File: src/rtl/key_disp_pkg.sv
// Shared constants for the key/display controller: mode encodings and 7-segment patterns.
// Segment bit order is {a,b,c,d,e,f,g}, active high.
package key_disp_pkg;

    typedef logic [3:0] bcd_t;

    localparam logic [1:0] MODE_MANUAL = 2'd0;
    localparam logic [1:0] MODE_RUN    = 2'd1;
    localparam logic [1:0] MODE_PAUSE  = 2'd2;

    localparam logic [6:0] SEG_0     = 7'b1111110;
    localparam logic [6:0] SEG_1     = 7'b0110000;
    localparam logic [6:0] SEG_2     = 7'b1101101;
    localparam logic [6:0] SEG_3     = 7'b1111001;
    localparam logic [6:0] SEG_4     = 7'b0110011;
    localparam logic [6:0] SEG_5     = 7'b1011011;
    localparam logic [6:0] SEG_6     = 7'b1011111;
    localparam logic [6:0] SEG_7     = 7'b1110000;
    localparam logic [6:0] SEG_8     = 7'b1111111;
    localparam logic [6:0] SEG_9     = 7'b1111011;
    localparam logic [6:0] SEG_BLANK = 7'b0000000;

    // Non-decimal codes light nothing rather than showing a misleading glyph.
    function automatic logic [6:0] seg_decode(input bcd_t bcd);
        logic [6:0] pattern;
        case (bcd)
            4'd0:    pattern = SEG_0;
            4'd1:    pattern = SEG_1;
            4'd2:    pattern = SEG_2;
            4'd3:    pattern = SEG_3;
            4'd4:    pattern = SEG_4;
            4'd5:    pattern = SEG_5;
            4'd6:    pattern = SEG_6;
            4'd7:    pattern = SEG_7;
            4'd8:    pattern = SEG_8;
            4'd9:    pattern = SEG_9;
            default: pattern = SEG_BLANK;
        endcase
        return pattern;
    endfunction

endpackage

File: src/rtl/bcd_updown_digit.sv
// One registered BCD digit of the ripple up/down counter.
// cin/bin are the carry/borrow requests from the next-lower digit (tied high for the units digit).
module bcd_updown_digit
    import key_disp_pkg::*;
(
    input  logic clk,
    input  logic rst_n,
    input  logic up,
    input  logic down,
    input  logic cin,
    input  logic bin,
    output bcd_t q,
    output logic cout,
    output logic bout
);

    bcd_t eff;
    logic step_up;
    logic step_down;

    // A corrupted code (10..15) is treated as zero on its next update.
    assign eff       = (q > 4'd9) ? 4'd0 : q;
    assign step_up   = up & cin & ~down;
    assign step_down = down & bin & ~up;
    assign cout      = step_up & (eff == 4'd9);
    assign bout      = step_down & (eff == 4'd0);

    always_ff @(posedge clk or negedge rst_n) begin
        if (!rst_n) begin
            q <= 4'd0;
        end else if (step_up) begin
            q <= (eff == 4'd9) ? 4'd0 : eff + 4'd1;
        end else if (step_down) begin
            q <= (eff == 4'd0) ? 4'd9 : eff - 4'd1;
        end
    end

endmodule

File: src/rtl/key_disp_ctrl.sv
// Key-driven 4-digit BCD up/down counter with manual/run/pause modes,
// time-multiplexed onto a single common 7-segment display with leading-zero blanking.
module key_disp_ctrl
    import key_disp_pkg::*;
#(
    parameter int SCAN_DIV = 50000,
    parameter int AUTO_DIV = 50000000,
    parameter int DIGITS   = 4
)(
    input  logic              clk,
    input  logic              rst_n,
    input  logic              inc_flag,
    input  logic              dec_flag,
    input  logic              mode_flag,
    output logic [6:0]        seg,
    output logic [DIGITS-1:0] dig_sel,
    output logic              co,
    output logic [1:0]        mode
);

    localparam int SCAN_W = (SCAN_DIV > 1) ? $clog2(SCAN_DIV) : 1;
    localparam int AUTO_W = (AUTO_DIV > 1) ? $clog2(AUTO_DIV) : 1;
    localparam int IDX_W  = (DIGITS > 1) ? $clog2(DIGITS) : 1;

    localparam logic [SCAN_W-1:0] SCAN_LAST = SCAN_W'(SCAN_DIV - 1);
    localparam logic [AUTO_W-1:0] AUTO_LAST = AUTO_W'(AUTO_DIV - 1);
    localparam logic [IDX_W-1:0]  IDX_LAST  = IDX_W'(DIGITS - 1);

    logic [1:0]        mode_next;
    logic [AUTO_W-1:0] auto_cnt;
    logic              auto_tick;
    logic              count_up;
    logic              count_down;

    logic [SCAN_W-1:0] scan_cnt;
    logic [IDX_W-1:0]  scan_idx;
    logic [IDX_W-1:0]  scan_idx_next;

    bcd_t              digit_q [DIGITS];
    logic [DIGITS:0]   carry_chain;
    logic [DIGITS:0]   borrow_chain;
    logic [DIGITS-1:0] blank;
    logic [6:0]        seg_next;

    // Mode FSM: the unused encoding falls back to MANUAL on the next clock.
    always_comb begin
        mode_next = mode;
        case (mode)
            MODE_MANUAL: if (mode_flag) mode_next = MODE_RUN;
            MODE_RUN:    if (mode_flag) mode_next = MODE_PAUSE;
            MODE_PAUSE:  if (mode_flag) mode_next = MODE_MANUAL;
            default:     mode_next = MODE_MANUAL;
        endcase
    end

    always_ff @(posedge clk or negedge rst_n) begin
        if (!rst_n) begin
            mode <= MODE_MANUAL;
        end else begin
            mode <= mode_next;
        end
    end

    assign auto_tick = (mode == MODE_RUN) && (auto_cnt == AUTO_LAST);

    // Entering RUN restarts the step period; PAUSE simply freezes the divider.
    always_ff @(posedge clk or negedge rst_n) begin
        if (!rst_n) begin
            auto_cnt <= '0;
        end else if (mode_flag) begin
            if (mode_next == MODE_RUN) begin
                auto_cnt <= '0;
            end
        end else if (mode == MODE_RUN) begin
            auto_cnt <= auto_tick ? '0 : auto_cnt + 1'b1;
        end
    end

    // A mode press in the same cycle swallows any count event.
    assign count_up   = ~mode_flag &
                        (((mode == MODE_MANUAL) & inc_flag & ~dec_flag) | auto_tick);
    assign count_down = ~mode_flag & (mode == MODE_MANUAL) & dec_flag & ~inc_flag;

    assign carry_chain[0]  = 1'b1;
    assign borrow_chain[0] = 1'b1;

    for (genvar g = 0; g < DIGITS; g++) begin : g_digit
        bcd_updown_digit u_digit (
            .clk   (clk),
            .rst_n (rst_n),
            .up    (count_up),
            .down  (count_down),
            .cin   (carry_chain[g]),
            .bin   (borrow_chain[g]),
            .q     (digit_q[g]),
            .cout  (carry_chain[g+1]),
            .bout  (borrow_chain[g+1])
        );
    end

    always_ff @(posedge clk or negedge rst_n) begin
        if (!rst_n) begin
            co <= 1'b0;
        end else begin
            co <= carry_chain[DIGITS];
        end
    end

    assign scan_idx_next = (scan_cnt != SCAN_LAST) ? scan_idx :
                           (scan_idx == IDX_LAST)  ? '0 : scan_idx + 1'b1;

    always_ff @(posedge clk or negedge rst_n) begin
        if (!rst_n) begin
            scan_cnt <= '0;
            scan_idx <= '0;
        end else begin
            scan_cnt <= (scan_cnt == SCAN_LAST) ? '0 : scan_cnt + 1'b1;
            scan_idx <= scan_idx_next;
        end
    end

    // A digit is blank when it and every higher digit are zero; units always show.
    always_comb begin
        logic higher_zero;
        higher_zero = 1'b1;
        blank       = '0;
        for (int k = DIGITS - 1; k >= 0; k--) begin
            higher_zero = higher_zero & (digit_q[k] == 4'd0);
            blank[k]    = (k != 0) & higher_zero;
        end
    end

    assign seg_next = blank[scan_idx_next] ? SEG_BLANK : seg_decode(digit_q[scan_idx_next]);

    always_ff @(posedge clk or negedge rst_n) begin
        if (!rst_n) begin
            dig_sel <= ~DIGITS'(1);
            seg     <= SEG_0;
        end else begin
            dig_sel <= ~(DIGITS'(1) << scan_idx_next);
            seg     <= seg_next;
        end
    end

endmodule

File: config.mk
export PLATFORM = sky130hd
export DESIGN_NAME = key_disp_ctrl
export DESIGN_NICKNAME = d
export VERILOG_FILES = /design/src/rtl/key_disp_pkg.sv /design/src/rtl/bcd_updown_digit.sv /design/src/rtl/key_disp_ctrl.sv
export SDC_FILE = /design/constraint.sdc
export NUM_CORES = 1
export LEC_CHECK = 0
export BUFFER_PORTS_ARGS = -buffer_cell sky130_fd_sc_hd__buf_2
export CORE_UTILIZATION = 55
export CTS_CLUSTER_DIAMETER = 200
export DETAILED_ROUTE_END_ITERATION = 7
export PLACE_DENSITY = 0.72
export SYNTH_ARGS = -nofsm -noshare
export SYNTH_HDL_FRONTEND = slang
export SYNTH_SLANG_ARGS = --single-unit
File: constraint.sdc
create_clock -name clk -period 8.9 [get_ports clk]
set_input_delay 1.78 -clock clk [delete_from_list [all_inputs] [get_ports clk]]
set_output_delay 1.78 -clock clk [all_outputs]
set_load 0.1 [all_outputs]
# Yosys cells after proc, flatten, opt, wreduce, memory -nomap -nowiden
# Memories as Yosys holds them, arrays and structs flattened.
# Cells that the tools add are included.
# word_totals
output_inout_bits,14
word_cells,131
inputBits,5
ff_bits,74
memories,1
rom_bits,112
# mem_list
name,depth,word_bits,rd,rd_clocked_by_memory_dff,wr,line,rtl
(name not given),16,7,1,0,0,key_disp_pkg.sv:26,case (bcd)
# classes
magnitude_cmp,6
addsub,11
bitwise,37
n_reduce_logical,15
n_eq_ne,12
mux,37
shift,1
# ops
cell,count
26-bit 2-to-1 mux,4
4-bit 2-to-1 mux,22
1-bit AND,29
4-bit zero test,7
26-bit by 1-bit adder with 26-bit output (second input constant),1
26-bit equality test (second input constant),1
16-bit by 1-bit adder with 16-bit output (second input constant),1
4-bit by 1-bit adder with 4-bit output (second input constant),4
16-bit equality test (second input constant),1
4-bit equality test (second input constant),4
4-bit > comparator (second input constant),4
16-bit 2-to-1 mux,1
16-bit != test (second input constant),1
4-bit by 1-bit subtractor with 4-bit output (second input constant),4
2-bit 2-to-1 mux,5
2-bit nonzero test,5
4-bit binary-select mux with 2-bit select,1
7-bit 2-to-1 mux,1
2-bit one-hot mux with 3 select lines,1
1-bit NOT,5
2-bit by 1-bit equality test with 1-bit output (second input constant),2
2-bit equality test (second input constant),2
4-bit NOT,1
1-bit by 2-bit << shifter with 4-bit output (first input constant),1
other kinds (11),11

# Longest topological paths before layout
# logic_depth
depth_word,18
mapped_depth,14
depth_no_buf,13

# Hierarchy
# From an unflattened synthesis, not the netlist that was laid out.
# hier_totals
cells_unflattened,509
hier_area_um2,4829.6
# by_module_without_submodules
module,cells_each,instances,area_each_um2,seq_area_each_um2
key_disp_ctrl,337,1,3228.1,1462.7
bcd_updown_digit,43,4,400.4,100.1

# Worst setup path before layout
# No wires, ideal clock.
# synth_path
kind,input-to-reg
from,input port inc_flag
to,register g_digit[3].u_digit.q[2]
t_required_ns,8.818
path_slack_ns,4.260
arrival_ns,4.557
path_buffers,1
stages,12
cell_sequence,inv_1 -> or4_1 -> a21oi_1 -> ha_1 -> clkbuf_1 -> or4b_2 -> nor3_1 -> nand3_1 -> a21oi_1 -> and3_1 -> mux2_2 -> o22ai_1
# synth_between
elab_chain_cells,16
elab_cells_between_ends,30
# synth_rtl
element,line,rtl
start: declaration,key_disp_ctrl.sv:12,"input logic inc_flag,"
1-bit AND (2 in a row),key_disp_ctrl.sv:81,(((mode == MODE_MANUAL) & inc_flag & ~dec_flag) | auto_tick);
1-bit OR,key_disp_ctrl.sv:81,
1-bit AND,key_disp_ctrl.sv:80,assign count_up = ~mode_flag &
1-bit NOT,bcd_updown_digit.sv:24,assign step_down = down & bin & ~up;
1-bit AND,bcd_updown_digit.sv:24,
1-bit AND,bcd_updown_digit.sv:26,assign bout = step_down & (eff == 4'd0);
1-bit AND (2 in a row),bcd_updown_digit.sv:24,
1-bit AND,bcd_updown_digit.sv:26,
1-bit AND (2 in a row),bcd_updown_digit.sv:24,
1-bit AND,bcd_updown_digit.sv:26,
1-bit AND (2 in a row),bcd_updown_digit.sv:24,
2-bit nonzero test (no source line),-,
end signal: assignment,bcd_updown_digit.sv:32,q <= (eff == 4'd9) ? 4'd0 : eff + 4'd1;
end signal: assignment,bcd_updown_digit.sv:34,q <= (eff == 4'd0) ? 4'd9 : eff - 4'd1;
end: declaration,bcd_updown_digit.sv:12,"output bcd_t q,"
# Parallel ways exist; a longest one is shown, timed or not.
# A chain may end at the register's enable or synchronous reset.

# Final worst setup path
# Ends and elaborated chain as after synthesis.

==> impl_metrics.py <==
metrics = {
    "synthesis": {
        "yosysTopAreaCell": "dfrtp_1",
        "synth-simple-area-share_pct": 24.4,
        "synthXorXnorAreaFrac_pct": 4.02,
        "synth_compound_gate_area_share_pct": 17.2,
        "synthesis.nets": 522,
        "ys_seq_area_share_pct": 40.7,
        "synth_top_family_by_area": "simple AND/OR/NAND/NOR gates",
        "synth_top_area_share_pct": 35.5,
        "synthTopCellsByArea": "dfrtp_1 36%, dfstp_2 5.2%, o21ai_0 5.1%",
        "muxShareOfSynthArea_pct": 5.63,
        "synth_edf_count": 0,
        "avgSynthCellArea_um2": 9.05,
        "synth_cells": 506,
        "ys_async_sr_fraction_pct": 100,
        "yosysMostFrequentCell": "dfrtp_1",
        "synth_commonest_cells": "65 x dfrtp_1, 49 x nand2_1, 47 x o21ai_0",
        "synth_fa_ha_area_share_pct": 3.01,
        "synth_seq_cells": 74,
        "ys_dominant_reg_cell": "dfrtp_1",
        "yosysWarnings": 0,
        "syn-cell-area_mm2": 0.00458,
        "synth.distinct_cells": 72,
    },
    "detailed_routing": {
        "routed.top_layer": "met4",
        "wl_met3_um": 283,
        "drtAntennaViolNets": 0,
        "firstDrtPassIters": 5,
        "wl_met2_um": 4230,
        "wl_per_cell_um": 15.2,
        "drc": 0,
        "vias": 3761,
        "first_iter_violations": 303,
        "wl_um": 9330,
        "routedLengthMet1_um": 4620,
        "vias_per_cell": 6.12,
    },
    "global_route": {
        "grt_pass1_vias": 3645,
        "grt_pass1_wl_um": 16900,
        "antenna_found_initial": 0,
        "grt-ovfl-total": 0,
        "grt_max_degree": 75,
        "grtUsageTotal_pct": 24.4,
    },
    "clock_network": {
        "numCtsBuffers": 9,
        "cts_tree": "yes",
        "max-clock-path-buffers": 2,
        "post_cts_buffers": 0,
        "ctsHoldBuffers": 0,
        "root_buffer": "clkbuf_8",
        "clk_pin_slew_ns": 0.07,
        "clk-insertion-delay-late_ns": 0.35,
        "cts.sinks": 74,
        "cts-htree-levels": 3,
        "postCtsResizedCells": 0,
    },
    "timing": {
        "setup_viol": 0,
        "holdWs_ns": 0.503,
        "post-route-period-util_pct": 51.5,
        "fin_worst_skew_ns": 0.00946,
        "worst_pin_slew_ns": 0.918,
        "slew_viol_final": 0,
        "tns_ns": 0,
        "min_period_ns": 4.58,
        "max_slew_margin_pct": 38.8,
        "rsz0062_at_grt": "false",
        "hold_viol_final": 0,
        "fmax_mhz": 218,
    },
    "floorplan": {
        "fp.dieW_um": 93.2,
        "die-area_mm2": 0.00869,
        "die_y_um": 93.2,
        "fp-row-count": 32,
        "core_region_area_mm2": 0.00789,
        "ios": 19,
        "start_util_pct": 58.0,
    },
    "pwr": {
        "pwr-share-comb_pct": 34.9,
        "clkPwrFrac_pct": 26.6,
        "p_sw_mw": 0.456,
        "internal_power_mw": 0.670,
        "peakVddDrop_mv": 0.167,
        "power_switching_share_pct": 40.5,
        "powerDensity_mw_per_mm2": 230,
        "power_leakage_nw": 2.08,
        "p_seq_share_pct": 38.5,
    },
    "placed_design": {
        "hpwl_um": 6310,
        "place.gp.congestion": 0.835,
        "io_buffers": 18,
    },
    "layout": {
        "nets": 524,
        "utilization_pct": 62.2,
        "regArea_mm2": 0.00186,
        "antenna_cells": 0,
        "drive_gt1_share_pct": 14.0,
        "n_fill_cell": 656,
        "multiInputGateArea_mm2": 0.00249,
        "syn2layout_area_growth_pct": 7.13,
    },
    "worst_setup_path": {
        "criticalPathCategory": "input pin to register",
        "endpoint_kind": "register",
        "start_kind": "input pin",
        "worstPathArrival_ns": 4.85,
        "worstPathRequired_ns": 9.16,
        "path_max_fanout": 9,
    },
    "status": {
        "status": "finished clean",
    },
    "hold_path": {
        "hp-class": "register to register",
    },
    "run": {
        "cap_viol_max_count": 0,
    },
}
stage by stage:
step	worst slack (ns)	cell area, um2	cells	power, mW
final	4.32	4900	615	1.13
after global routing	4.14	4900	615	1.20
after CTS	4.34	4900	615	1.13
after detailed placement	3.97	4670	599	0.830
after global placement	4.12	4670	599	0.822
after floorplan	4.26	4580	506	0.770
final timing paths:
check,endpoint,depth (start not counted),start,slack [ns]
hold / removal,auto_cnt[25],1,auto_cnt[25],0.50
hold reg to reg,auto_cnt[25],1,auto_cnt[25],0.50
setup reg to reg,seg[2],12,scan_cnt[11],5.10
min in group asynchronous,scan_cnt[15],2,rst_n,1.64
setup / recovery,g_digit[3].u_digit.q[2],12,inc_flag,4.32
max in group asynchronous,scan_cnt[4],2,rst_n,6.67
worst max-delay path, cell delays in order:
cell and delay, ns:
buf_2 0.07, inv_1 0.06, or4_1 0.48, a21oi_1 0.21, ha_1 0.33, or4b_2 0.61
nor3_1 0.19, nand3_1 0.10, a21oi_1 0.31, and3_1 0.21, mux2_2 0.33, o22ai_1 0.17
power groups by stage:
stage | clock network (mW) | registers, mW | logic (mW)
2_1_floorplan | 0 | 0.521 | 0.250
3_3_place_gp | 0 | 0.438 | 0.384
3_5_place_dp | 0 | 0.440 | 0.390
4_1_cts | 0.307 | 0.433 | 0.392
5_1_grt | 0.321 | 0.443 | 0.434
6_report | 0.300 | 0.434 | 0.393
state kept, by name, indices dropped and copies added, names as in the netlist:
name               count
g_digit.u_digit.q     16
dig_sel                4
mode                   2
seg                    7
scan_idx               2
auto_cnt              26
co                     1
scan_cnt              16
cell type report:
cell class,count,area share (%)
Sequential cell,74,38.0
Clock buffer,12,3.16
Timing Repair Buffer,21,2.30
Clock inverter,4,1.51
Tap cell,102,2.60
Multi-Input combinational cell,383,50.7
Inverter,19,1.71
placed cells by master (no fill, tap or decap), types with 12 or more instances in the layout:
master	Yosys	layout
nand2_1	49	49
nor2_1	35	35
nor3_1	17	17
dfrtp_1	65	65
a21oi_1	24	24
xor2_1	16	16
inv_1	17	17
and3_1	12	12
buf_2	1	18
o21ai_0	47	47
nand3_1	28	28
routing by layer:
metal,vias up,GRT usage [%]
li1,1852,-
met1,1819,34.8
met2,73,36.8
met3,17,4.23
met4,0,10.0
met5,-,0
cells by family (layout without fill, tap and decap cells):
group,count (synthesis),in the layout
muxes,21,21
adders and majority gates,11,11
xor gates and xnor gates,21,21
DFF,74,74
buffers and inverters,49,56
AOI/OAI and AO/OA,125,125
and+or+nand+nor,205,205
(Power assumes the default switching activity.)
